File: src/rtl/uart_pkg.sv
// Shared UART definitions: FSM state encoding, parity sense and baud divider.
// Used by both uart_rx_8bit and uart_tx_8bit.
package uart_pkg;

  typedef enum logic [2:0] {
    IDLE,
    START,
    DATA,
    PARITY,
    STOP,
    WAIT_IDLE
  } uart_state_t;

  // 0 = even parity, 1 = odd parity
  localparam logic PARITY_ODD = 1'b0;

  function automatic int clks_per_bit(
    input int clk_freq,
    input int baud
  );
    return clk_freq / baud;
  endfunction

endpackage

File: src/rtl/uart_rx_sync.sv
// Two-flop synchronizer with a falling-edge detector for an async input.
// Idle-high reset; no edge is reported until the line has been seen high.
module uart_rx_sync (
  input  logic clk,
  input  logic rst,
  input  logic sig,
  output logic rx_s,
  output logic fall
);

  logic s1, s2, s3;
  logic live1, live2;
  logic hi_seen;

  always_ff @(posedge clk) begin
    if (rst) begin
      s1      <= 1'b1;
      s2      <= 1'b1;
      s3      <= 1'b1;
      live1   <= 1'b0;
      live2   <= 1'b0;
      hi_seen <= 1'b0;
    end else begin
      s1      <= sig;
      s2      <= s1;
      s3      <= s2;
      live1   <= 1'b1;
      live2   <= live1;
      // s2 only carries real line data once live2 is set
      hi_seen <= hi_seen | (live2 & s2);
    end
  end

  assign rx_s = s2;
  assign fall = hi_seen & s3 & ~s2;

endmodule

File: src/rtl/uart_rx_8bit.sv
// 8N1 UART receiver with mid-bit sampling and one-cycle valid strobe.
// Define UART_RX_PARITY_EN for 8E1 framing and a parity_err output.
module uart_rx_8bit
  import uart_pkg::*;
#(
  parameter int CLK_FREQ  = 20_000_000,
  parameter int BAUD_RATE = 115200
) (
  input  logic       clk,
  input  logic       rst,
  input  logic       rx,
  output logic [7:0] data_out,
  output logic       valid,
  output logic       busy,
  output logic       frame_err
`ifdef UART_RX_PARITY_EN
  ,
  output logic       parity_err
`endif
);

  localparam int CLKS_PER_BIT = clks_per_bit(CLK_FREQ, BAUD_RATE);
  localparam int TW = $clog2(CLKS_PER_BIT);
  localparam logic [TW-1:0] T_FULL = TW'(CLKS_PER_BIT - 1);
  localparam logic [TW-1:0] T_HALF = TW'(CLKS_PER_BIT / 2 - 1);

  uart_state_t   state, state_n;
  logic [TW-1:0] timer, timer_n;
  logic [2:0]    idx, idx_n;
  logic [7:0]    shreg, shreg_n;
  logic [7:0]    data_n;
  logic          valid_n, ferr_n;
  logic          rx_s, fall, tick;

`ifdef UART_RX_PARITY_EN
  logic par_q, par_n, perr_n;
`endif

  uart_rx_sync u_sync (
    .clk  (clk),
    .rst  (rst),
    .sig  (rx),
    .rx_s (rx_s),
    .fall (fall)
  );

  assign tick = (timer == T_FULL);
  assign busy = (state != IDLE);

  always_ff @(posedge clk) begin
    if (rst) begin
      state     <= IDLE;
      timer     <= '0;
      idx       <= '0;
      shreg     <= '0;
      data_out  <= '0;
      valid     <= 1'b0;
      frame_err <= 1'b0;
    end else begin
      state     <= state_n;
      timer     <= timer_n;
      idx       <= idx_n;
      shreg     <= shreg_n;
      data_out  <= data_n;
      valid     <= valid_n;
      frame_err <= ferr_n;
    end
  end

`ifdef UART_RX_PARITY_EN
  always_ff @(posedge clk) begin
    if (rst) begin
      par_q      <= 1'b0;
      parity_err <= 1'b0;
    end else begin
      par_q      <= par_n;
      parity_err <= perr_n;
    end
  end
`endif

  always_comb begin
    state_n = state;
    timer_n = timer + 1'b1;
    idx_n   = idx;
    shreg_n = shreg;
    data_n  = data_out;
    valid_n = 1'b0;
    ferr_n  = 1'b0;
`ifdef UART_RX_PARITY_EN
    par_n   = par_q;
    perr_n  = 1'b0;
`endif
    unique case (state)
      IDLE: begin
        timer_n = '0;
        if (fall) state_n = START;
      end
      START: begin
        // mid start bit: a high line means the edge was a glitch
        if (timer == T_HALF) begin
          timer_n = '0;
          idx_n   = '0;
          state_n = rx_s ? IDLE : DATA;
        end
      end
      DATA: begin
        if (tick) begin
          timer_n = '0;
          shreg_n = {rx_s, shreg[7:1]};
          idx_n   = idx + 1'b1;
          if (idx == 3'd7) begin
`ifdef UART_RX_PARITY_EN
            state_n = PARITY;
`else
            state_n = STOP;
`endif
          end
        end
      end
`ifdef UART_RX_PARITY_EN
      PARITY: begin
        if (tick) begin
          timer_n = '0;
          par_n   = rx_s;
          state_n = STOP;
        end
      end
`endif
      STOP: begin
        if (tick) begin
          timer_n = '0;
          if (rx_s) begin
            state_n = IDLE;
`ifdef UART_RX_PARITY_EN
            if (par_q != ((^shreg) ^ PARITY_ODD)) begin
              perr_n = 1'b1;
            end else begin
              valid_n = 1'b1;
              data_n  = shreg;
            end
`else
            valid_n = 1'b1;
            data_n  = shreg;
`endif
          end else begin
            ferr_n  = 1'b1;
            state_n = WAIT_IDLE;
          end
        end
      end
      WAIT_IDLE: begin
        timer_n = '0;
        if (rx_s) state_n = IDLE;
      end
      default: begin
        timer_n = '0;
        state_n = IDLE;
      end
    endcase
  end

endmodule

File: config.mk
export PLATFORM = sky130hd
export DESIGN_NAME = uart_rx_8bit
export DESIGN_NICKNAME = d
export VERILOG_FILES = /design/src/rtl/uart_pkg.sv /design/src/rtl/uart_rx_sync.sv /design/src/rtl/uart_rx_8bit.sv
export SDC_FILE = /design/constraint.sdc
export NUM_CORES = 1
export LEC_CHECK = 0
export BUFFER_PORTS_ARGS = -buffer_cell sky130_fd_sc_hd__buf_2
export CORE_MARGIN = 5
export CORE_UTILIZATION = 30
export DETAILED_ROUTE_END_ITERATION = 8
export GPL_TIMING_DRIVEN = 0
export PLACE_DENSITY = 0.46
export SYNTH_ARGS = -nofsm -noshare
export SYNTH_HDL_FRONTEND = slang
export SYNTH_SLANG_ARGS = --single-unit
File: constraint.sdc
create_clock -name clk -period 2.4 [get_ports clk]
set_input_delay 0.6 -clock clk [delete_from_list [all_inputs] [get_ports clk]]
set_output_delay 0.6 -clock clk [all_outputs]
set_load 0.03 [all_outputs]
# == After elaboration in Yosys (flattened, before gate mapping) ==
# Index checks and enable logic that the tools add are counted.
# op_classes
n_addsub,2
n_eq_ne,13
mux,18
bitwise_logic,7
reduce_logical,9
# op_table
cell,count
$mux W3,9
$mux W8,2
$pmux W8 S2,1
$pmux W3 S5,1
$ne A2 B2 Y1 const B,5
$eq A3 B3 Y1 const B,3
$add A8 B1 Y8 const B,1
$eq A8 B7 Y1 const B,1
$eq A8 B8 Y1 const B,1
$pmux W3 S2,1
$reduce_and A3 Y1,2
$reduce_and A6 Y1,1
$add A3 B1 Y3 const B,1
$and A1 B1 Y1,3
$eq A3 B1 Y1 const B,1
$eq A3 B2 Y1 const B,1
$logic_not A3 Y1,1
$mux W1,3
$not A1 Y1,3
$reduce_bool A3 Y1,1
$reduce_or A3 Y1,1
$mux W2,1
$ne A2 B1 Y1 const B,1
$reduce_and A2 Y1,1
other kinds (3),3
# totals
regBits,38
in_bits,3
output_inout_bits,11
elab_cells,62

# == Longest topological paths before layout ==
# Gate-level depths: netlist (run 1).
# depth
ltp_word,4
depth_mapped,7
ltp_nobuf,6

# == Cells and area by module ==
# Synthesis (run 1) repeated with hierarchy kept, for this count alone.
# unflattened
cells_unflattened,160
hier_area_um2,1631.6
# by_module_without_submodules
mod,instances,cells_per_inst,area_per_inst_um2,seq_area_each_um2
uart_rx_8bit,1,145,1466.4,640.6
uart_rx_sync,1,15,165.2,120.1

# == Least setup slack after synthesis (run 1) ==
# Ideal clock, no wire load.
# synth_path
path_type,register to register
startpoint,register timer[5]
endpoint,register state[0]
setup_ns,0.121
t_arrival_ns,1.701
required_time_ns,2.279
path_slack_ns,0.578
path_stages_with_launch,5
synth_period_minus_slack_ns,1.822
path_cell_list,dfxtp_1 > or3b_4 > or2_1 > a221o_1 > mux2_4
# synth_between
elab_chain_cells,3
# synth_rtl
element,line_no,rtl
"start, declared",uart_rx_8bit.sv:28,"logic [TW-1:0] timer, timer_n;"
"start signal, assigned",uart_rx_8bit.sv:61,timer <= timer_n;
$eq A8 B7 Y1 or $eq A8 B8 Y1 (tied branches),"uart_rx_8bit.sv:101, uart_rx_8bit.sv:47",
$ne A2 B2 Y1 (no source line),-,
$reduce_and A6 Y1 (no source line) *,-,
"end signal, assigned",uart_rx_8bit.sv:60,state <= state_n;
"end, declared",uart_rx_8bit.sv:27,"uart_state_t state, state_n;"
# Every way passes the cells marked *; elsewhere a longest branch is shown, timed or not.
# A chain may end at the register's enable or synchronous reset.

# == Worst setup path in the final report (run 1) ==
# layout_path
startpoint,register state[0]
endpoint,register shreg[6]
# layout_between
elab_chain_cells,2
# layout_rtl
element,line_no,rtl
$eq A3 B2 Y1,uart_rx_8bit.sv:94,unique case (state)
$reduce_and A2 Y1 (no source line),-,
"end signal, assigned",uart_rx_8bit.sv:63,shreg <= shreg_n;
"end, declared",uart_rx_8bit.sv:30,"logic [7:0] shreg, shreg_n;"
# No other way between the ends.

==> summary.md, run 1 <==
| Metric | Value |
|---|---|
| Initial antenna violation count | `0` |
| Skew final | `0.004705 ns` |
| Final Max Slew Viols | `0` |
| Design area | `0.001829 mm2` |
| CP startpoint kind | `register` |
| Pre-CTS WS | `0.3813 ns` |
| Detail Route Antenna Nets | `0` |
| WL met1 | `1385 um` |
| F_max | `0.4980 GHz` |
| Crit Path Class | `reg2reg` |
| Area Overhead vs Synth | `15.30%` |
| Die area | `0.006843 mm2` |
| Pre-antenna DRT Iters | `4` |
| Avg WL per Cell | `11.72 um` |
| DR iter-0 viols | `37` |
| Worst-Skew Late Latency | `0.29 ns` |
| Synth warn | `0` |
| Row cnt | `26` |
| Required time of the critical path | `2.57 ns` |
| CP arrival | `2.18 ns` |
| Tmin final | `2.008 ns` |
| Postcts setup bufs | `0` |
| Via density | `4.627` |
| DRT Wirelength | `2954 um` |
| Tcrit/Tclk final | `0.8366` |
| GPL Wtd Cong | `0.8099` |
| First-pass GRT wire length | `5175 um` |
| Vias in the first global route | `1180` |
| Root Buffer | `clkbuf_8` |
| Max-Cap Viols | `0` |
| Finished Core Util | `0.3582` |
| Filler Cell Count | `552` |
| Clock buffer depth | `2` |
| Hold Fails Final Rpt | `0` |
| CTS tree | `yes` |
| Normalized max-slew margin | `0.4014` |
| Cts bufs inserted | `5` |
| Clock transition at the registers of the reported paths | `0.07 ns` |
| Die W | `82.72 um` |
| Setup TNS | `0 ns` |
| Non-Filler Instances | `252` |
| Layout cells sized above 1 | `0.1593` |
| RSZ-0062 raised after global routing | `false` |
| FF+latch area | `760.7 um2` |
| Chip height | `82.72 um` |
| Worst-path fanout max | `10` |
| GRT overflow | `0` |
| Buffers added on ports | `12` |
| DR vias | `1166` |
| Largest net degree at the start of global routing | `13` |
| Hold_buf cts | `0` |
| GRT Total Usage | `0.1001` |
| N_diodes | `0` |
| WL met3 | `131 um` |
| Core Footprint | `0.005107 mm2` |
| Hold path cells | `1` |
| Crit path capture type | `register` |
| DP HPWL | `2178 um` |
| Post-CTS Resized | `0` |
| Placed cells | `244` |
| Syn_area_per_cell | `9.793 um2` |
| Final net count | `189` |
| Worst setup margin | `0.3920 ns` |
| Cells after Synth | `162` |
| Starting Density | `0.3106` |
| Worst slew pin tran | `0.8886 ns` |
| Residual DRC | `0` |
| Sequential fraction of the synthesis area | `0.4795` |
| Multi-input logic area | `772.0 um2` |
| Cell variety after synth | `38` |
| Post-synthesis cell area | `0.001587 mm2` |
| Metal2 WL | `1374 um` |
| Clock sinks | `38` |
| Final setup fails | `0` |
| Syn Nets | `170` |
| VDD IR-drop max | `0.0002525 V` |
| Pleak | `0.6716 nW` |
| # IOs | `14` |
| R2R cell count | `6` |
| Hold crit path type | `reg2reg` |
| Placed Area | `0.001734 mm2` |
| Synthesized flop and latch total | `38` |
| P per Cell Area | `672.1 mW/mm2` |
| Htree depth | `2` |
| Highest Signal Layer | `met4` |
| Outcome | `finished clean` |
[sequential cells by signal (all words and copies together) (netlist names)]
| name | flops |
|---|---|
| data_out | 8 |
| frame_err | 1 |
| idx | 3 |
| shreg | 8 |
| state | 3 |
| timer | 8 |
| u_sync.hi_seen | 1 |
| u_sync.live1 | 1 |
| u_sync.live2 | 1 |
| u_sync.rx_s | 1 |
| u_sync.s1 | 1 |
| u_sync.s3 | 1 |
| valid | 1 |
[stage by stage]
stage | total power, mW | hold WS [ns]
4_1_cts | 1.253 | 0.4277
5_1_grt | 1.295 | 0.4345
2_1_floorplan | 0.7610 | 0.3895
3_3_place_gp | 0.7888 | 0.3963
6_report | 1.229 | 0.4217
3_5_place_dp | 0.7925 | 0.4055
[cells in the mapped netlist]
master,instances,area share
dfxtp_1,38,0.48
nor2_1,23,0.054
mux2i_1,18,0.11
nor3_1,8,0.025
nand2_1,7,0.017
a21oi_1,5,0.016
clkbuf_1,5,0.012
ha_1,5,0.039
inv_1,5,0.012
nand3_1,5,0.016
nand3b_1,4,0.019
nand4_1,4,0.016
xor2_1,4,0.022
nand2b_1,3,0.012
nor3b_1,2,0.0095
o21ai_0,2,0.0063
or2_2,2,0.0079
xnor2_1,2,0.011
a2111oi_0,1,0.0055
a211o_1,1,0.0055
a221o_1,1,0.0063
a22oi_1,1,0.0047
and2_1,1,0.0039
and3_1,1,0.0039
and3b_1,1,0.0055
and4bb_2,1,0.0079
buf_1,1,0.0024
buf_4,1,0.0047
clkbuf_2,1,0.0032
mux2_4,1,0.0095
nor2b_1,1,0.0039
nor4_4,1,0.013
nor4bb_1,1,0.0063
o32ai_1,1,0.0055
or2_1,1,0.0039
or3_1,1,0.0039
or3b_2,1,0.0055
or3b_4,1,0.0071
[layout make-up]
| class | instances | share of cell area |
|---|---|---|
| Timing Repair Buffer | 12 | 0.03283 |
| Sequential cell | 38 | 0.4159 |
| Buffer | 8 | 0.01915 |
| Tap cell | 70 | 0.04788 |
| Multi-Input combinational cell | 111 | 0.4220 |
| Clock buffer | 6 | 0.04514 |
| Clock inverter | 2 | 0.006840 |
| Inverter | 5 | 0.01026 |
[routing by layer]
metal,vias to the layer above,GRT usage
met2,23,0.1603
met4,0,0.05392
li1,600,-
met1,536,0.1189
met5,-,0
met3,7,0.03145
[logic make-up (layout without fill, tap and decap cells)]
family	count (synthesis)	after routing	share of synthesized area
XOR/XNOR	6	6	0.03312
multiplexers	19	19	0.1230
AND/OR/NAND/NOR	69	69	0.2413
buffers and inverters	13	33	0.03391
adder cells (fa/ha/maj)	5	5	0.03943
AO/OA/AOI/OAI	12	12	0.04969
flip-flops	38	38	0.4795
[cell usage in the layout, fill, tap and decap left out, drive strengths merged]
cell type	Yosys	layout
nand3b	4	4
o21ai	2	2
ha	5	5
clkinvlp	0	1
inv	5	5
nor4	1	1
and3b	1	1
and4bb	1	1
clkinv	0	1
nor3b	2	2
nand3	5	5
or2	3	3
xor2	4	4
clkbuf	6	12
or3	1	1
mux2	1	1
and3	1	1
nand2b	3	3
a22oi	1	1
nor4bb	1	1
nand4	4	4
mux2i	18	18
nor2	23	23
a211o	1	1
nor2b	1	1
and2	1	1
a2111oi	1	1
xnor2	2	2
nand2	7	7
dfxtp	38	38
o32ai	1	1
or3b	2	2
a221o	1	1
nor3	8	8
a21oi	5	5
buf	2	14
[worst max-delay path, cell delays in order, from the launching register on]
cell and delay (ns):
dfxtp_1 0.31, clkbuf_1 0.20, or3b_2 0.48, nor3_1 0.34, buf_4 0.29, mux2i_1 0.22, nor2_1 0.05
[worst paths after layout]
path	slack, ns	start	end
worst min-delay path	0.42	u_sync.s1	u_sync.rx_s
worst max register to register	0.39	state[0]	shreg[6]
worst max-delay path	0.39	state[0]	shreg[6]
worst min register to register	0.42	u_sync.s1	u_sync.rx_s
[power breakdown]
part / switching, mW / internal, mW
logic: 0.0860 / 0.0447
clock network: 0.223 / 0.231
registers: 0.00385 / 0.641
No activity file was read; power rests on OpenSTA's default activity.
==> run 2: changes to the inputs <==
--- a/config.mk
+++ b/config.mk
@@ -5,12 +5,13 @@
 export SDC_FILE = /design/constraint.sdc
 export NUM_CORES = 1
 export LEC_CHECK = 0
+export ABC_AREA = 1
 export BUFFER_PORTS_ARGS = -buffer_cell sky130_fd_sc_hd__buf_2
 export CORE_MARGIN = 5
 export CORE_UTILIZATION = 30
 export DETAILED_ROUTE_END_ITERATION = 8
 export GPL_TIMING_DRIVEN = 0
-export PLACE_DENSITY = 0.46
+export PLACE_DENSITY = 0.47
 export SYNTH_ARGS = -nofsm -noshare
 export SYNTH_HDL_FRONTEND = slang
 export SYNTH_SLANG_ARGS = --single-unit
==> constraint.sdc (replaced) <==
create_clock -name clk -period 1.7 [get_ports clk]
set_input_delay 0.425 -clock clk [delete_from_list [all_inputs] [get_ports clk]]
set_output_delay 0.425 -clock clk [all_outputs]
set_load 0.03 [all_outputs]
==> summary.md, run 2 <==
| Metric | Value |
|---|---|
| EDFF count, synth | `0 (unchanged)` |
| DR iter-0 viols | `49 (+32%)` |
| GRT overflow | `0 (unchanged)` |
| Clock transition at the registers of the reported paths | `0.07 ns (about the same)` |
| Multi-input logic area | `763.2 um2 (-1.1%)` |
| DRT Wirelength | `3016 um (+2.1%)` |
| Worst-Skew Late Latency | `0.29 ns (about the same)` |
| FF+latch area | `760.7 um2 (unchanged)` |
| Residual DRC | `0 (unchanged)` |
| Hold_ws | `0.3191 ns (-0.1025 ns)` |
| Vias in the first global route | `1136 (-3.7%)` |
| Buffers added on ports | `13 (+1)` |
| Synth cell count leaders | `nor2_1 (49), dfxtp_1 (38), nand2_1 (19)` |
| Crit path capture type | `output pin` |
| GRT Total Usage | `0.09651 (-0.003576)` |
| DP HPWL | `2198 um (+0.89%)` |
| DR vias | `1235 (+5.9%)` |
| Final net count | `226 (+20%)` |
| Filler Cell Count | `554 (+0.36%)` |
| Cts bufs inserted | `5 (unchanged)` |
| Die W | `83.41 um (+0.83%)` |
| Worst slew pin tran | `0.3804 ns (-0.5082 ns)` |
| Via density | `4.273 (-7.6%)` |
| GPL Wtd Cong | `0.7501 (-7.4%)` |
| Largest registers | `data_out x8, shreg x8, timer x8` |
| VDD IR-drop max | `0.0004091 V (+62%)` |
| Pre-antenna DRT Iters | `4 (unchanged)` |
| N_diodes | `0 (unchanged)` |
| Skew final | `0.005066 ns (+0.0003616 ns)` |
| Most frequent cell after synthesis | `nor2_1` |
| Tmin final | `1.519 ns` |
| Post-CTS Resized | `0 (unchanged)` |
| Max-Cap Viols | `0 (unchanged)` |
| Row cnt | `26 (unchanged)` |
| Synth top area share | `0.4706 (-0.008907)` |
| RSZ-0062 raised after global routing | `false` |
| Sequential fraction of the synthesis area | `0.4706 (-0.008907)` |
| Die area | `0.006956 mm2 (+1.7%)` |
| Setup TNS | `0 ns (unchanged)` |
| Postcts setup bufs | `0 (unchanged)` |
| First-pass GRT wire length | `5347 um (+3.3%)` |
| Syn Nets | `206 (+21%)` |
| CP startpoint kind | `register` |
| Syn_area_per_cell | `8.164 um2 (-17%)` |
| Clock buffer depth | `2 (unchanged)` |
| Synth warn | `0 (unchanged)` |
| Normalized max-slew margin | `0.7464 (+0.3450)` |
| Chip height | `83.41 um (+0.83%)` |
| Area Overhead vs Synth | `16.02%` |
| Starting Density | `0.3125 (+0.001898)` |
| Most common cell after layout, fill and taps aside | `nor2_1` |
| Core Footprint | `0.005172 mm2 (+1.3%)` |
| Worst-path fanout max | `6 (-4)` |
| Finished Core Util | `0.3626 (+0.004445)` |
| Required time of the critical path | `1.27 ns (-1.30 ns)` |
| Most frequent cells in the layout | `nor2_1 (49), dfxtp_1 (38), nand2_1 (19), inv_1 (15), buf_2 (14)` |
| Tcrit/Tclk final | `0.8938` |
| Outcome | `finished clean` |
| Hold_buf cts | `0 (unchanged)` |
| Pleak | `0.8001 nW (+19%)` |
| Area leader, netlist | `dfxtp_1` |
| # IOs | `14 (unchanged)` |
| Clock sinks | `38 (unchanged)` |
| Initial antenna violation count | `0 (unchanged)` |
| Synthesized flop and latch total | `38 (unchanged)` |
| Cell variety after synth | `30 (-21%)` |
| Largest net degree at the start of global routing | `12 (-1)` |
| Avg WL per Cell | `10.44 um (-11%)` |
| Root Buffer | `clkbuf_8` |
| Post-synthesis cell area | `0.001617 mm2 (+1.9%)` |
| Post-synth ARST share | `0 (unchanged)` |
| Layout cells sized above 1 | `0.2237 (+0.06440)` |
| Cells after Synth | `198 (+22%)` |
| F_max | `0.6581 GHz` |
| CTS tree | `yes` |
| Detail Route Antenna Nets | `0 (unchanged)` |
| CP arrival | `1.09 ns (-1.09 ns)` |
| Crit Path Class | `reg2out` |
| Hold crit path type | `in2reg` |
| Final setup fails | `0 (unchanged)` |
| Main flop type after synthesis | `dfxtp_1` |
| Hold Fails Final Rpt | `0 (unchanged)` |
| Largest cells by area after synthesis | `dfxtp_1 (47%), nor2_1 (11%), nand2_1 (4.4%)` |
| P per Cell Area | `1296 mW/mm2 (+93%)` |
| Final Max Slew Viols | `0 (unchanged)` |
| Htree depth | `2 (unchanged)` |
| Reg2reg setup slack | `0.27 ns (-0.12 ns)` |
run 2: final cells by class:
cell class | count | area share
multi-input cells | 138 | 0.4069
flip-flops and latches | 38 | 0.4056
well taps | 70 | 0.04670
clock buffers | 7 | 0.04069
inverters | 19 | 0.03869
repair buffers | 13 | 0.03469
clock inverters | 1 | 0.01601
plain buffers | 3 | 0.01067
run 2: worst paths after layout:
kind                                     end         start  cells after the start
worst max-delay path                    busy      state[1]                      3
worst min-delay path               u_sync.s1            rx                      2
worst max register to register   data_out[5]      timer[0]                     10
worst min register to register  u_sync.live2  u_sync.live1                      2
run 2: worst max-delay path: stages (launching register included):
cell	delay, ns
dfxtp_1	0.47
nor2_2	0.09
nand2_1	0.06
buf_2	0.19
run 2: kinds of logic after synthesis:
| group | Yosys count | synth area share |
|---|---|---|
| DFF | 38 | 0.4706 |
| and+or+nand+nor | 103 | 0.3289 |
| AOI/OAI and AO/OA | 27 | 0.08823 |
| xor gates and xnor gates | 3 | 0.01626 |
| buffers and inverters | 22 | 0.05726 |
| adders and majority gates | 5 | 0.03870 |
run 2: metrics by stage:
stage / setup WS, ns / power, mW / instances / instance area [um2]
4_1_cts: 0.1626 / 2.480 / 289 / 1876
5_1_grt: 0.07633 / 2.606 / 289 / 1876
2_1_floorplan: 0.4284 / 1.596 / 198 / 1617
6_report: 0.1805 / 2.431 / 289 / 1876
3_3_place_gp: 0.1941 / 1.719 / 281 / 1769
3_5_place_dp: 0.2066 / 1.721 / 281 / 1769
run 2: layer usage:
metal | up-vias | part of all wire | global-route usage | wire length [um]
met1 | 547 | 0.51 | 0.1215 | 1539
li1 | 668 | - | - | -
met3 | 5 | 0.028 | 0.03861 | 85
met2 | 15 | 0.45 | 0.1436 | 1343
met4 | 0 | 0.016 | 0.04458 | 48
met5 | - | 0 | 0 | 0
run 2: power breakdown:
group	total, mW	switching (mW)	internal (mW)	leakage, nW
clock network	0.744	0.305	0.439	0.0524
registers	1.00	0.0617	0.943	0.308
logic	0.682	0.452	0.230	0.439
total	2.43	0.820	1.61	0.800
==> run 3: changes to the inputs <==
--- a/config.mk
+++ b/config.mk
@@ -11,7 +11,8 @@
 export CORE_UTILIZATION = 30
 export DETAILED_ROUTE_END_ITERATION = 8
 export GPL_TIMING_DRIVEN = 0
-export PLACE_DENSITY = 0.47
+export PLACE_DENSITY = 0.46
+export RECOVER_POWER = 25
 export SYNTH_ARGS = -nofsm -noshare
 export SYNTH_HDL_FRONTEND = slang
 export SYNTH_SLANG_ARGS = --single-unit
==> constraint.sdc (replaced) <==
create_clock -name clk -period 1.9 [get_ports clk]
set_input_delay 0.475 -clock clk [delete_from_list [all_inputs] [get_ports clk]]
set_output_delay 0.475 -clock clk [all_outputs]
set_load 0.03 [all_outputs]
==> summary.md, run 3 (synthesized netlist as in run 2, its figures left out) <==
| Metric | Value |
|---|---|
| Outcome | `finished clean` |
| Residual DRC | `0 (unchanged)` |
| Post-CTS Resized | `0 (unchanged)` |
| Die W | `83.41 um (unchanged)` |
| Cts bufs inserted | `5 (unchanged)` |
| Clock sinks | `38 (unchanged)` |
| Final net count | `226 (unchanged)` |
| Final setup fails | `0 (unchanged)` |
| Clock buffer depth | `2 (unchanged)` |
| Hold Fails Final Rpt | `0 (unchanged)` |
| Buffers added on ports | `13 (unchanged)` |
| Worst-Skew Late Latency | `0.29 ns (about the same)` |
| Slowest cell on crit path | `dfxtp_1` |
| Layout cells sized above 1 | `0.2009 (-0.02283)` |
| DR iter-0 viols | `48 (-2.0%)` |
| GRT overflow | `0 (unchanged)` |
| Detail Route Antenna Nets | `0 (unchanged)` |
| CP Cell Sequence | `nor2_2 -> nand2_1 -> buf_2` |
| Required time of the critical path | `1.42 ns (+0.15 ns)` |
| Setup TNS | `0 ns (unchanged)` |
| GRT Total Usage | `0.09535 (-0.001169)` |
| DP HPWL | `2205 um (+0.35%)` |
| Hold_buf cts | `0 (unchanged)` |
| Normalized max-slew margin | `0.6984 (-0.04797)` |
| DRT Wirelength | `3037 um (+0.70%)` |
| CP Buf/Inv Count | `1 (unchanged)` |
| # IOs | `14 (unchanged)` |
| Root Buffer | `clkbuf_8` |
| Final Max Slew Viols | `0 (unchanged)` |
| Vias in the first global route | `1135 (-0.088%)` |
| Filler Cell Count | `557 (+0.54%)` |
| First-pass GRT wire length | `5319 um (-0.52%)` |
| F_max | `0.6352 GHz` |
| Hold crit path type | `in2reg` |
| Htree depth | `2 (unchanged)` |
| Die area | `0.006956 mm2 (unchanged)` |
| Core Footprint | `0.005172 mm2 (unchanged)` |
| N_diodes | `0 (unchanged)` |
| Worst path max stage delay | `0.47 ns (about the same)` |
| Area Overhead vs Synth | `14.71%` |
| CTS tree | `yes` |
| Finished Core Util | `0.3585 (-0.004112)` |
| Largest registers | `data_out x8, shreg x8, timer x8` |
| CP startpoint kind | `register` |
| RSZ-0062 raised after global routing | `false` |
| Max-Cap Viols | `0 (unchanged)` |
| DR vias | `1200 (-2.8%)` |
| Chip height | `83.41 um (unchanged)` |
| Worst-path fanout max | `6 (unchanged)` |
| Skew final | `0.006192 ns (+0.001126 ns)` |
| P per Cell Area | `1124 mW/mm2 (-13%)` |
| Tcrit/Tclk final | `0.8286` |
| Most frequent cells in the layout | `nor2_1 (50), dfxtp_1 (38), nand2_1 (19), inv_1 (15), o21ai_0 (13)` |
| Largest net degree at the start of global routing | `13 (+1)` |
| CP arrival | `1.10 ns (about the same)` |
| Row cnt | `26 (unchanged)` |
| Clock transition at the registers of the reported paths | `0.07 ns (about the same)` |
| Crit Path Class | `reg2out` |
| Worst slew pin tran | `0.4524 ns (+0.07196 ns)` |
| Starting Density | `0.3125 (unchanged)` |
| Tmin final | `1.574 ns` |
| Crit path capture type | `output pin` |
| Pleak | `0.7709 nW (-3.6%)` |
| GPL Wtd Cong | `0.7242 (-3.5%)` |
| Via density | `4.152 (-2.8%)` |
| Most common cell after layout, fill and taps aside | `nor2_1` |
| Initial antenna violation count | `0 (unchanged)` |
| Pre-antenna DRT Iters | `4 (unchanged)` |
| Avg WL per Cell | `10.51 um (+0.70%)` |
| Postcts setup bufs | `0 (unchanged)` |
| VDD IR-drop max | `0.0003256 V (-20%)` |
| Cell family with most CP delay | `flip-flops` |
## run 3: power breakdown
part	internal, mW	switching (mW)	total (mW)
Sequential	0.843	0.0564	0.900
Clock	0.292	0.285	0.576
Combinational	0.204	0.403	0.608
## run 3: cell type report
| class | count | area, um2 | share of cell area |
|---|---|---|---|
| Clock inverter | 2 | 12.51 | 0.006748 |
| Multi-Input combinational cell | 138 | 760.7 | 0.4103 |
| Clock buffer | 6 | 82.58 | 0.04453 |
| Sequential cell | 38 | 760.7 | 0.4103 |
| Inverter | 19 | 72.57 | 0.03914 |
| Timing Repair Buffer | 13 | 58.81 | 0.03171 |
| Buffer | 3 | 18.77 | 0.01012 |
| Tap cell | 70 | 87.58 | 0.04723 |
## run 3: final timing paths
| kind | start | slack, ns | cells past startpoint | end |
|---|---|---|---|---|
| hold / removal | rx | 0.37 | 2 | u_sync.s1 |
| hold reg to reg | u_sync.live1 | 0.41 | 2 | u_sync.live2 |
| setup / recovery | state[1] | 0.33 | 3 | busy |
| setup reg to reg | timer[0] | 0.42 | 10 | data_out[6] |
## run 3: per-stage QoR
| step | power, mW | hold slack [ns] | setup slack (ns) | cell area (um2) | std cells |
|---|---|---|---|---|---|
| 6_report | 2.084 | 0.3684 | 0.3257 | 1854 | 289 |
| 5_1_grt | 2.253 | 0.3645 | 0.2221 | 1854 | 289 |
| 4_1_cts | 2.133 | 0.3575 | 0.3103 | 1864 | 289 |
| 3_5_place_dp | 1.544 | 0.3963 | 0.3722 | 1769 | 281 |
| 3_3_place_gp | 1.541 | 0.3915 | 0.3633 | 1769 | 281 |
| 2_1_floorplan | 1.428 | 0.3883 | 0.6284 | 1617 | 198 |
## run 3: per-layer routing
layer  up-vias  track usage  share of wire
li1        666            -              -
met3         5      0.03762          0.021
met2        11       0.1458           0.44
met5         -            0              0
met1       518       0.1186           0.52
met4         0      0.04012          0.019
